File: src/rtl/fifo_wr_arbiter_pkg.sv
// fifo_arb_pkg
//   Shared types and helpers for the FIFO write-side arbiter and any later
//   schedulers that use the same round-robin rule.
//   Contents:
//     arb_state_e : arbiter FSM states (IDLE, GRANT)
//     rr_next()   : reference round-robin pick, usable at elaboration time
//                   or from models (the rr_pick module is the hardware version)
package fifo_arb_pkg;

  typedef enum logic {
    IDLE  = 1'b0,
    GRANT = 1'b1
  } arb_state_e;

  localparam int RR_MAX_N = 32;

  // Returns the first set bit of valid[n-1:0], searching upward from ptr+1
  // and wrapping. With no bit set it returns ptr unchanged.
  function automatic int rr_next(input logic [RR_MAX_N-1:0] valid,
                                 input int ptr,
                                 input int n);
    int idx;
    for (int k = 1; k <= n; k++) begin
      idx = (ptr + k) % n;
      if (valid[idx]) return idx;
    end
    return ptr;
  endfunction

endpackage

File: src/rtl/fifo_wr_arbiter_rr_pick.sv
// rr_pick
//   Combinational round-robin picker: rotate the request vector so that
//   position ptr+1 lands at bit 0, priority-encode, then un-rotate the index.
//   Ports:
//     i_valid [N]     request vector
//     i_ptr   [IW]    index of the last winner
//     o_idx   [IW]    winner index (meaningful only when o_any)
//     o_any           at least one request present
module rr_pick #(
  parameter  int N  = 4,
  localparam int IW = $clog2(N)
) (
  input  logic [N-1:0]  i_valid,
  input  logic [IW-1:0] i_ptr,
  output logic [IW-1:0] o_idx,
  output logic          o_any
);

  int         w_start;
  int         w_off;
  logic       w_found;
  logic [N-1:0] w_rot;

  always_comb begin
    w_start = (int'(i_ptr) + 1) % N;
    w_rot   = '0;
    for (int i = 0; i < N; i++) begin
      w_rot[i] = i_valid[IW'((w_start + i) % N)];
    end
    w_off   = 0;
    w_found = 1'b0;
    for (int i = 0; i < N; i++) begin
      if (w_rot[i] && !w_found) begin
        w_off   = i;
        w_found = 1'b1;
      end
    end
    o_idx = IW'((w_start + w_off) % N);
    o_any = |i_valid;
  end

endmodule

File: src/rtl/fifo_wr_arbiter.sv
// fifo_wr_arbiter
//   Packet-atomic round-robin arbiter sharing one async-FIFO write port among
//   NUM_REQ requesters. Each written word carries the source ID in its top
//   ID_W bits so the read side can demultiplex.
//   Ports:
//     w_clk, w_rst_n        write-domain clock, async active-low reset
//     req_valid/last/data   per-requester packet stream inputs
//     req_ready             per-requester beat accept
//     fifo_w_full           FIFO full flag (registered inside the FIFO)
//     fifo_w_en/w_data      FIFO write strobe and {grant_id, payload}
//     busy, grant_id        grant held / current owner
//     err_overlen           one-cycle pulse after a forced release
//
//   state | meaning
//   ------+-------------------------------------------
//   IDLE  | no grant held; arbitrate among req_valid
//   GRANT | grant_id owns the FIFO port until last beat
import fifo_arb_pkg::*;

module fifo_wr_arbiter #(
  parameter  int NUM_REQ    = 4,
  parameter  int DATA_WIDTH = 8,
  parameter  int MAX_PKT    = 64,
  localparam int ID_W       = $clog2(NUM_REQ)
) (
  input  logic                          w_clk,
  input  logic                          w_rst_n,
  input  logic [NUM_REQ-1:0]            req_valid,
  input  logic [NUM_REQ-1:0]            req_last,
  input  logic [NUM_REQ*DATA_WIDTH-1:0] req_data,
  output logic [NUM_REQ-1:0]            req_ready,
  input  logic                          fifo_w_full,
  output logic                          fifo_w_en,
  output logic [ID_W+DATA_WIDTH-1:0]    fifo_w_data,
  output logic                          busy,
  output logic [ID_W-1:0]               grant_id,
  output logic                          err_overlen
);

  localparam int CW = $clog2(MAX_PKT + 1);

  arb_state_e            r_state;
  logic [ID_W-1:0]       r_grant_id;
  logic [ID_W-1:0]       r_rr_ptr;
  logic [CW-1:0]         r_beat_cnt;
  logic                  r_err_overlen;

  logic [ID_W-1:0]       w_pick_idx;
  logic                  w_pick_any;
  logic                  w_beat;
  logic                  w_last;
  logic                  w_force;
  logic [DATA_WIDTH-1:0] w_gnt_data;

  rr_pick #(.N(NUM_REQ)) u_rr_pick (
    .i_valid (req_valid),
    .i_ptr   (r_rr_ptr),
    .o_idx   (w_pick_idx),
    .o_any   (w_pick_any)
  );

  // Handshake stays combinational so a granted requester sees ready in the
  // same cycle the FIFO has room; fifo_w_full is a FIFO register, no loop.
  always_comb begin
    req_ready  = '0;
    if (r_state == GRANT) begin
      req_ready[r_grant_id] = !fifo_w_full;
    end
    w_beat      = (r_state == GRANT) && req_valid[r_grant_id] && !fifo_w_full;
    w_last      = req_last[r_grant_id];
    // Forced release on the MAX_PKT-th beat when it is not already the last.
    w_force     = w_beat && !w_last && (r_beat_cnt == CW'(MAX_PKT - 1));
    w_gnt_data  = req_data[int'(r_grant_id)*DATA_WIDTH +: DATA_WIDTH];
    fifo_w_en   = w_beat;
    fifo_w_data = {r_grant_id, w_gnt_data};
  end

  always_ff @(posedge w_clk or negedge w_rst_n) begin
    if (!w_rst_n) begin
      r_state       <= IDLE;
      r_grant_id    <= '0;
      r_rr_ptr      <= ID_W'(NUM_REQ - 1);
      r_beat_cnt    <= '0;
      r_err_overlen <= 1'b0;
    end else begin
      r_err_overlen <= 1'b0;
      case (r_state)
        IDLE: begin
          if (w_pick_any) begin
            r_grant_id <= w_pick_idx;
            r_state    <= GRANT;
          end
        end
        GRANT: begin
          if (w_beat) begin
            if (w_last || w_force) begin
              r_state       <= IDLE;
              r_rr_ptr      <= r_grant_id;
              r_beat_cnt    <= '0;
              r_err_overlen <= w_force;
            end else if (r_beat_cnt != CW'(MAX_PKT)) begin
              r_beat_cnt <= r_beat_cnt + CW'(1);
            end
          end
        end
        default: r_state <= IDLE;
      endcase
    end
  end

  assign busy        = (r_state == GRANT);
  assign grant_id    = r_grant_id;
  assign err_overlen = r_err_overlen;

endmodule

File: config.mk
export PLATFORM = sky130hd
export DESIGN_NAME = fifo_wr_arbiter
export DESIGN_NICKNAME = d
export VERILOG_FILES = /design/src/rtl/fifo_wr_arbiter_pkg.sv /design/src/rtl/fifo_wr_arbiter_rr_pick.sv /design/src/rtl/fifo_wr_arbiter.sv
export SDC_FILE = /design/constraint.sdc
export NUM_CORES = 1
export LEC_CHECK = 0
export CAP_MARGIN = 5
export CORE_ASPECT_RATIO = 1.2
export CORE_MARGIN = 2
export CORE_UTILIZATION = 34
export DETAILED_ROUTE_END_ITERATION = 10
export GPL_TIMING_DRIVEN = 0
export HOLD_SLACK_MARGIN = 0.15
export PLACE_DENSITY = 0.76
export SLEW_MARGIN = 0
export SYNTH_ARGS = -nofsm -noshare
export SYNTH_HDL_FRONTEND = slang
export SYNTH_SLANG_ARGS = --single-unit
File: constraint.sdc
create_clock -name w_clk -period 1.7 [get_ports w_clk]
set_clock_uncertainty 0.1 [all_clocks]
set_input_delay 0.34 -clock w_clk [delete_from_list [all_inputs] [get_ports w_clk]]
set_output_delay 0.34 -clock w_clk [all_outputs]
set_load 0.005 [all_outputs]
==> results of run 1 <==
[layer usage]
| metal | vias up | global-route usage |
|---|---|---|
| met2 | 52 | 0.412 |
| met4 | 0 | 0.0732 |
| met1 | 574 | 0.179 |
| li1 | 554 | - |
| met5 | - | 0 |
| met3 | 13 | 0.0528 |
[layout by cell type, fill, tap and decap left out, types with 5 or more instances in the layout]
cell type        instances
clkdlybuf4s50_1         38
buf_4                   10
nor2_2                   5
buf_6                   14
inv_1                    7
dlygate4sd2_1            5
mux4_2                   9
nand2_1                  5
nor2_1                  10
dfrtp_1                 10
buf_2                   12
[cell type report]
| type | instances | area [µm²] | area share |
|---|---|---|---|
| Buffer | 6 | 66.3 | 0.0325 |
| Sequential cell | 13 | 329 | 0.161 |
| Multi-Input combinational cell | 79 | 805 | 0.394 |
| Clock buffer | 4 | 26.3 | 0.0129 |
| Timing Repair Buffer | 80 | 733 | 0.359 |
| Inverter | 9 | 36.3 | 0.0178 |
| Tap cell | 36 | 45.0 | 0.0221 |
[cells in the mapped netlist (3+ instances only)]
cell type,count,share of area
o21ai_0,5,0.023
dfrtp_1,11,0.25
mux4_2,9,0.19
mux2_2,3,0.031
a21oi_1,5,0.023
xor2_1,3,0.024
ha_1,3,0.034
xnor2_1,4,0.032
inv_1,8,0.028
nor2_1,14,0.048
mux2i_1,3,0.028
nand2_1,5,0.017
[where the power goes]
part | switching (W) | total [W] | internal (W) | leakage, nW
combinational | 0.000841 | 0.00216 | 0.00132 | 0.701
sequential | 0.000123 | 0.000541 | 0.000418 | 0.162
clock | 0.0000977 | 0.000189 | 0.0000913 | 0.0150
[metrics by stage]
stage | hold WS, ps | power (W) | instance area, µm² | instances | TNS (ps)
after global routing | 352 | 0.00308 | 2040 | 227 | -5620
after detailed placement | 428 | 0.00211 | 1740 | 203 | -12140
after floorplan | -55.6 | 0.00144 | 1090 | 107 | -171
after CTS | 338 | 0.00269 | 1930 | 224 | -4090
final | 312 | 0.00289 | 2040 | 227 | -4140
after global placement | 412 | 0.00206 | 1740 | 203 | -11340
[logic make-up after synthesis]
kind of cell | share of synthesized area
XOR/XNOR | 0.0562
AND/OR/NAND/NOR | 0.203
multiplexers | 0.244
adder cells (fa/ha/maj) | 0.0344
buffers and inverters | 0.0608
flip-flops | 0.300
AO/OA/AOI/OAI | 0.101
[registers in the layout, indices dropped and copies added (netlist names)]
register,cells
grant_id,2
err_overlen,1
r_rr_ptr,2
busy,1
r_beat_cnt,7
[worst max path at each step]
stage,end,slack (ps),cells after the start
4_1_cts,fifo_w_data[2],-310,4
3_5_place_dp,grant_id[1],-830,11
2_1_floorplan,grant_id[1],-100,9
6_report,fifo_w_data[2],-320,4
5_1_grt,grant_id[1],-370,11
3_3_place_gp,fifo_w_en,-740,5
[what timing repair did]
action                                  CTS  global route
resized for setup                        89            30
buffers inserted                         17             3
gates cloned                              0             0
endpoints found under the setup margin   26            28
pin swaps                                15            18
[worst register-to-register path, stage by stage (launching register included)]
cell	delay [ps]
dfstp_2	590
buf_6	110
nor2_2	30
a21oi_1	160
a21oi_2	100
ha_4	170
xnor2_2	180
xnor2_1	150
xnor2_1	150
mux2i_1	100
==> impl_metrics.env, run 1 <==
export IMPL_grt_max_degree=14
export IMPL_wirelength_met1_um=1140
export IMPL_worst_ir_drop_vdd_mv=0.938
export IMPL_route_detailed_vias_per_inst=5.26
export IMPL_topRoutingLayerUsed="met4"
export IMPL_rsz_0062_raised_after_global_routing="yes"
export IMPL_synth_enable_flop_cells=0
export IMPL_clk_pin_slew_ps=80
export IMPL_syn_avg_cell_area_um2=10.2
export IMPL_grt_pass1_wl_um=5660
export IMPL_clockRootBuffer="clkbuf_4"
export IMPL_worstSetupEndpointType="output port"
export IMPL_timing_critical_path_slowest_stage_cell="mux4_2"
export IMPL_routed_wirelength_um=3590
export IMPL_preCtsSetupSlack_ps=-829
export IMPL_synth_warnings=0
export IMPL_critPathLaunch="grant_id[0]"
export IMPL_synth_fp_nets=153
export IMPL_final_period_minus_worst_setup_slack_ps=2020
export IMPL_syn_inst=107
export IMPL_tritoncts="yes"
export IMPL_run_status="finished with violations"
export IMPL_hold_buffers=0
export IMPL_maxCapViolations=0
export IMPL_synth_main_ff_cell="dfrtp_1"
export IMPL_remaining_drc_errors=0
export IMPL_critPathKind="reg -> out"
export IMPL_grt_overflow_total=0
export IMPL_met3_length_um=285
export IMPL_layout_filler_cells=252
export IMPL_placeableCoreArea_mm2=0.00306
export IMPL_hold_class="in -> async"
export IMPL_reported_leakage_power_nw=0.878
export IMPL_timing_critical_path_required_ps=1260
export IMPL_ioPinCount=62
export IMPL_first_pass_iters=4
export IMPL_critPathMaxStageDelay_ps=490
export IMPL_clock_sinks=13
export IMPL_path_cells="buf_12 -> buf_6 -> mux4_2 -> buf_2"
export IMPL_r2r_end="grant_id[1]"
export IMPL_hold_violations=0
export IMPL_worstSkewPairLatency_ps=280
export IMPL_grt_pass1_vias=1204
export IMPL_synthToLayoutAreaGrowth_pct=87.0
export IMPL_core_rowCount=22
export IMPL_groute_usage_overall=0.198
export IMPL_die_y_um=66.1
export IMPL_critical_path_reg2reg_startpoint="r_rr_ptr[1]"
export IMPL_antenna_left=0
export IMPL_crit_arrival_ps=1580
export IMPL_design_final_nets=238
export IMPL_count_of_cell_types_in_the_netlist=35
export IMPL_finish_utilization=0.668
export IMPL_post_dp_hpwl_um=2620
export IMPL_area_enclosed_by_the_die_boundary_mm2=0.00368
export IMPL_worstMarginPinSlew_ps=557
export IMPL_floorplan_initialDensity=0.357
export IMPL_synthesized_cell_area_mm2=0.00109
export IMPL_slew_headroom=0.627
export IMPL_reg2reg_setup_slack_ps=-250
export IMPL_setup_ws_ps=-315
export IMPL_routabilityCongestion=0.895
export IMPL_total_via_count_after_detailed_routing=1193
export IMPL_insertedDiodeCount=0
export IMPL_power_density_mw_per_mm2=1420
export IMPL_yosys_register_bits=13
export IMPL_timing_final_crit_share=1.19
export IMPL_cts_path_max_buffers=2
export IMPL_htree_num_levels=1
export IMPL_cts_buffers=3
export IMPL_report_final_setup_viol=22
export IMPL_violated_checks="setup timing"
export IMPL_routedWlPerCell_um=15.8
export IMPL_grt_antenna_before_repair=0
export IMPL_synth_sequential_area_ratio=0.300
export IMPL_maxSlewViolCount=0
export IMPL_r2r_cells=9
export IMPL_port_buffers=60
export IMPL_die_w_um=55.7
export IMPL_timing_critical_path_buf_inv=3
export IMPL_dr_wl_met2_um=2070
export IMPL_synthArstFlopShare=1.00
export IMPL_achievable_frequency_mhz=496
export IMPL_crit_fanout=6
export IMPL_drive_gt1_frac=0.445
export IMPL_crit_path_start_kind="flop"
export IMPL_drt_initial_drc_count=18
export IMPL_critical_path_top_delay_family="multiplexers"
Note: power is estimated with default switching activity, not from simulation.
==> run 2, diff against run 1 <==
ABC_AREA = 1   (was not set)
CORE_UTILIZATION = 37   (was 34)
PLACE_DENSITY = 0.77   (was 0.76)
==> impl_metrics.env, run 2 <==
export IMPL_post_synth_top_count_cell="nand2_1"
export IMPL_tritoncts="yes"
export IMPL_cts_path_max_buffers=2
export IMPL_layout_filler_cells=230
export IMPL_total_number_of_cells_along_the_worst_setup_path=12
export IMPL_route_detailed_vias_per_inst=5.28
export IMPL_setup_ws_ps=-318
export IMPL_hold_buffers=0
export IMPL_antenna_left=0
export IMPL_yosys_register_bits=13
export IMPL_synthesized_cell_area_mm2=0.00130
export IMPL_synth_fp_nets=257
export IMPL_synth_main_ff_cell="dfrtp_1"
export IMPL_place_inst=309
export IMPL_clock_sinks=13
export IMPL_power_density_mw_per_mm2=1590
export IMPL_die_y_um=68.9
export IMPL_synth_sequential_area_ratio=0.252
export IMPL_synth_warnings=0
export IMPL_groute_usage_overall=0.250
export IMPL_core_rowCount=23
export IMPL_critPathMaxStageDelay_ps=580
export IMPL_htree_num_levels=1
export IMPL_synthToLayoutAreaGrowth_pct=97.1
export IMPL_path_cells="buf_6 -> nand2_2 -> nand2_2 -> nand3_2 -> nand2_2 -> a31oi_1 -> nor2_1 -> ha_2 -> xor2_2 -> nand3_1 -> nand3_1 -> nand2_1"
export IMPL_achievable_frequency_mhz=496
export IMPL_registers_top_by_ff_count="r_beat_cnt"
export IMPL_finish_cell_count_without_fillers=348
export IMPL_hold_violations=0
export IMPL_floorplan_initialDensity=0.389
export IMPL_cts_buffers=3
export IMPL_synth_largest_area_cell="nand2_1"
export IMPL_design_final_nets=358
export IMPL_die_w_um=58.1
export IMPL_final_period_minus_worst_setup_slack_ps=2020
export IMPL_synthArstFlopShare=1.00
export IMPL_worstMarginPinSlew_ps=597
export IMPL_timing_final_crit_share=1.19
export IMPL_maxCapViolations=0
export IMPL_first_pass_iters=4
export IMPL_worst_ir_drop_vdd_mv=1.20
export IMPL_flip_flop_count_of_the_largest_register_after_layout=7
export IMPL_mostFrequentLayoutCells="nand2_1, clkdlybuf4s50_1, inv_1, buf_4, nand3_1"
export IMPL_grt_overflow_total=0
export IMPL_syn_avg_cell_area_um2=6.16
export IMPL_report_power_total_w=0.00408
export IMPL_hold_class="in -> async"
export IMPL_worstSetupEndpointType="flop"
export IMPL_timing_critical_path_required_ps=1730
export IMPL_critical_path_top_delay_family="simple AND/OR/NAND/NOR gates"
export IMPL_crit_arrival_ps=2050
export IMPL_fin_worst_hold_slack_ps=376
export IMPL_crit_fanout=5
export IMPL_post_dp_hpwl_um=2860
export IMPL_slew_headroom=0.601
export IMPL_remaining_drc_errors=0
export IMPL_r2r_cells=12
export IMPL_drt_initial_drc_count=75
export IMPL_routabilityCongestion=0.836
export IMPL_report_final_setup_viol=21
export IMPL_crit_path_start_kind="flop"
export IMPL_grt_pass1_vias=1730
export IMPL_port_buffers=61
export IMPL_drive_gt1_frac=0.415
export IMPL_total_via_count_after_detailed_routing=1836
export IMPL_grt_antenna_before_repair=0
export IMPL_synth_enable_flop_cells=0
export IMPL_routedWlPerCell_um=14.9
export IMPL_ioPinCount=62
export IMPL_placeableCoreArea_mm2=0.00334
export IMPL_timing_critical_path_slowest_stage_cell="dfstp_2"
export IMPL_timing_critical_path_buf_inv=1
export IMPL_rsz_0062_raised_after_global_routing="yes"
export IMPL_layout_cells_most_common="nand2_1"
export IMPL_violated_checks="setup timing"
export IMPL_count_of_cell_types_in_the_netlist=24
export IMPL_routed_wirelength_um=5190
export IMPL_maxSlewViolCount=0
export IMPL_clockRootBuffer="clkbuf_8"
export IMPL_insertedDiodeCount=0
export IMPL_reported_leakage_power_nw=1.29
export IMPL_run_status="finished with violations"
export IMPL_ys_top_cells_by_area="nand2_1, dfrtp_1, nand3_1, inv_1, a22oi_1"
export IMPL_grt_max_degree=14
export IMPL_area_enclosed_by_the_die_boundary_mm2=0.00400
export IMPL_grt_pass1_wl_um=7740
export IMPL_syn_inst=211
export IMPL_worst_path_most_repeated_cell="nand2_2"
export IMPL_critPathKind="reg -> reg"
export IMPL_clk_pin_slew_ps=50
export IMPL_yosys_area_top_type_share=0.234
export IMPL_worstSkewPairLatency_ps=240
export IMPL_preCtsSetupSlack_ps=-651
export IMPL_yosys_top_cells_count="nand2_1, inv_1, nand3_1"
run 2: cell types whose count changed in the layout (fill, tap and decap cells not counted), moves of 5 or more:
cell     delta
nor2_1      -5
nand3_2     +6
nand2_1    +57
nand2_2    +14
inv_1      +16
nor2_4      +6
nand2_4     +5
mux4_2      -9
a22oi_2    +13
nand3_1    +19
buf_4      +12
run 2: worst reg2reg max path: stages (launching register included):
cell and delay [ps]:
dfstp_2 580, buf_6 140, nand2_2 60, nand2_2 70
nand3_2 70, nand2_2 80, a31oi_1 90, nor2_1 130
ha_2 200, xor2_2 160, nand3_1 90, nand3_1 90
nand2_1 50
run 2: worst paths after layout:
check                                    from  slack (ps)       endpoint
worst min register to register  r_beat_cnt[6]         470  r_beat_cnt[6]
min in group w_clk              r_beat_cnt[6]         470  r_beat_cnt[6]
worst max-delay path              r_rr_ptr[0]        -320    grant_id[1]
worst min-delay path                  w_rst_n         380  r_beat_cnt[2]
max in group asynchronous             w_rst_n         700    grant_id[1]
worst max register to register    r_rr_ptr[0]        -320    grant_id[1]
run 2: metal layers:
metal  vias to the layer above  GRT usage  wire [µm]
met5                         -          0          0
met4                         0     0.0930        153
met3                        16     0.0410        326
met2                        89      0.477       2820
met1                       843      0.278       1880
li1                        888          -          -
run 2: metrics by stage:
step,TNS [ps],instance area [µm²],util
finish,-2170,2560,0.767
CTS,-1440,2420,0.725
global route,-3920,2560,0.767
global placement,-10650,1960,0.588
detailed placement,-10770,1960,0.588
floorplan,-91.4,1310,-
run 2: cells by family (layout without fill, tap and decap cells):
| family | after synthesis | in the layout | share of synthesized area |
|---|---|---|---|
| flip-flops | 13 | 13 | 0.252 |
| AO/OA/AOI/OAI | 23 | 23 | 0.124 |
| XOR/XNOR | 3 | 3 | 0.0202 |
| buffers and inverters | 36 | 135 | 0.128 |
| AND/OR/NAND/NOR | 133 | 134 | 0.446 |
| adder cells (fa/ha/maj) | 3 | 3 | 0.0289 |
run 2: area by class of cell:
type	count	area (µm²)	area share
Multi-Input combinational cell	163	1090	0.425
Timing Repair Buffer	95	865	0.338
Sequential cell	13	329	0.129
Inverter	30	128	0.0499
Buffer	6	60.1	0.0235
Tap cell	37	46.3	0.0181
Clock buffer	4	45.0	0.0176
run 2: power by group:
part | switching, W | internal, W | leakage (nW)
registers | 0.000131 | 0.000419 | 0.165
clock network | 0.000108 | 0.000166 | 0.0228
logic | 0.00165 | 0.00160 | 1.10
run 2: repair_timing:
| action | 4_1_cts | 5_1_grt |
|---|---|---|
| pin swaps | 28 | 26 |
| resized for setup | 111 | 42 |
| setup endpoints to repair | 27 | 26 |
| cloned | 3 | 0 |
| setup buffers | 30 | 5 |
| endpoints found under the hold margin | 0 | 0 |
==> run 3, diff against run 2 <==
SLEW_MARGIN = not set   (was 0)
==> results of run 3 <==
Same layout as run 2: the final DEF is identical, and so are final timing and power.
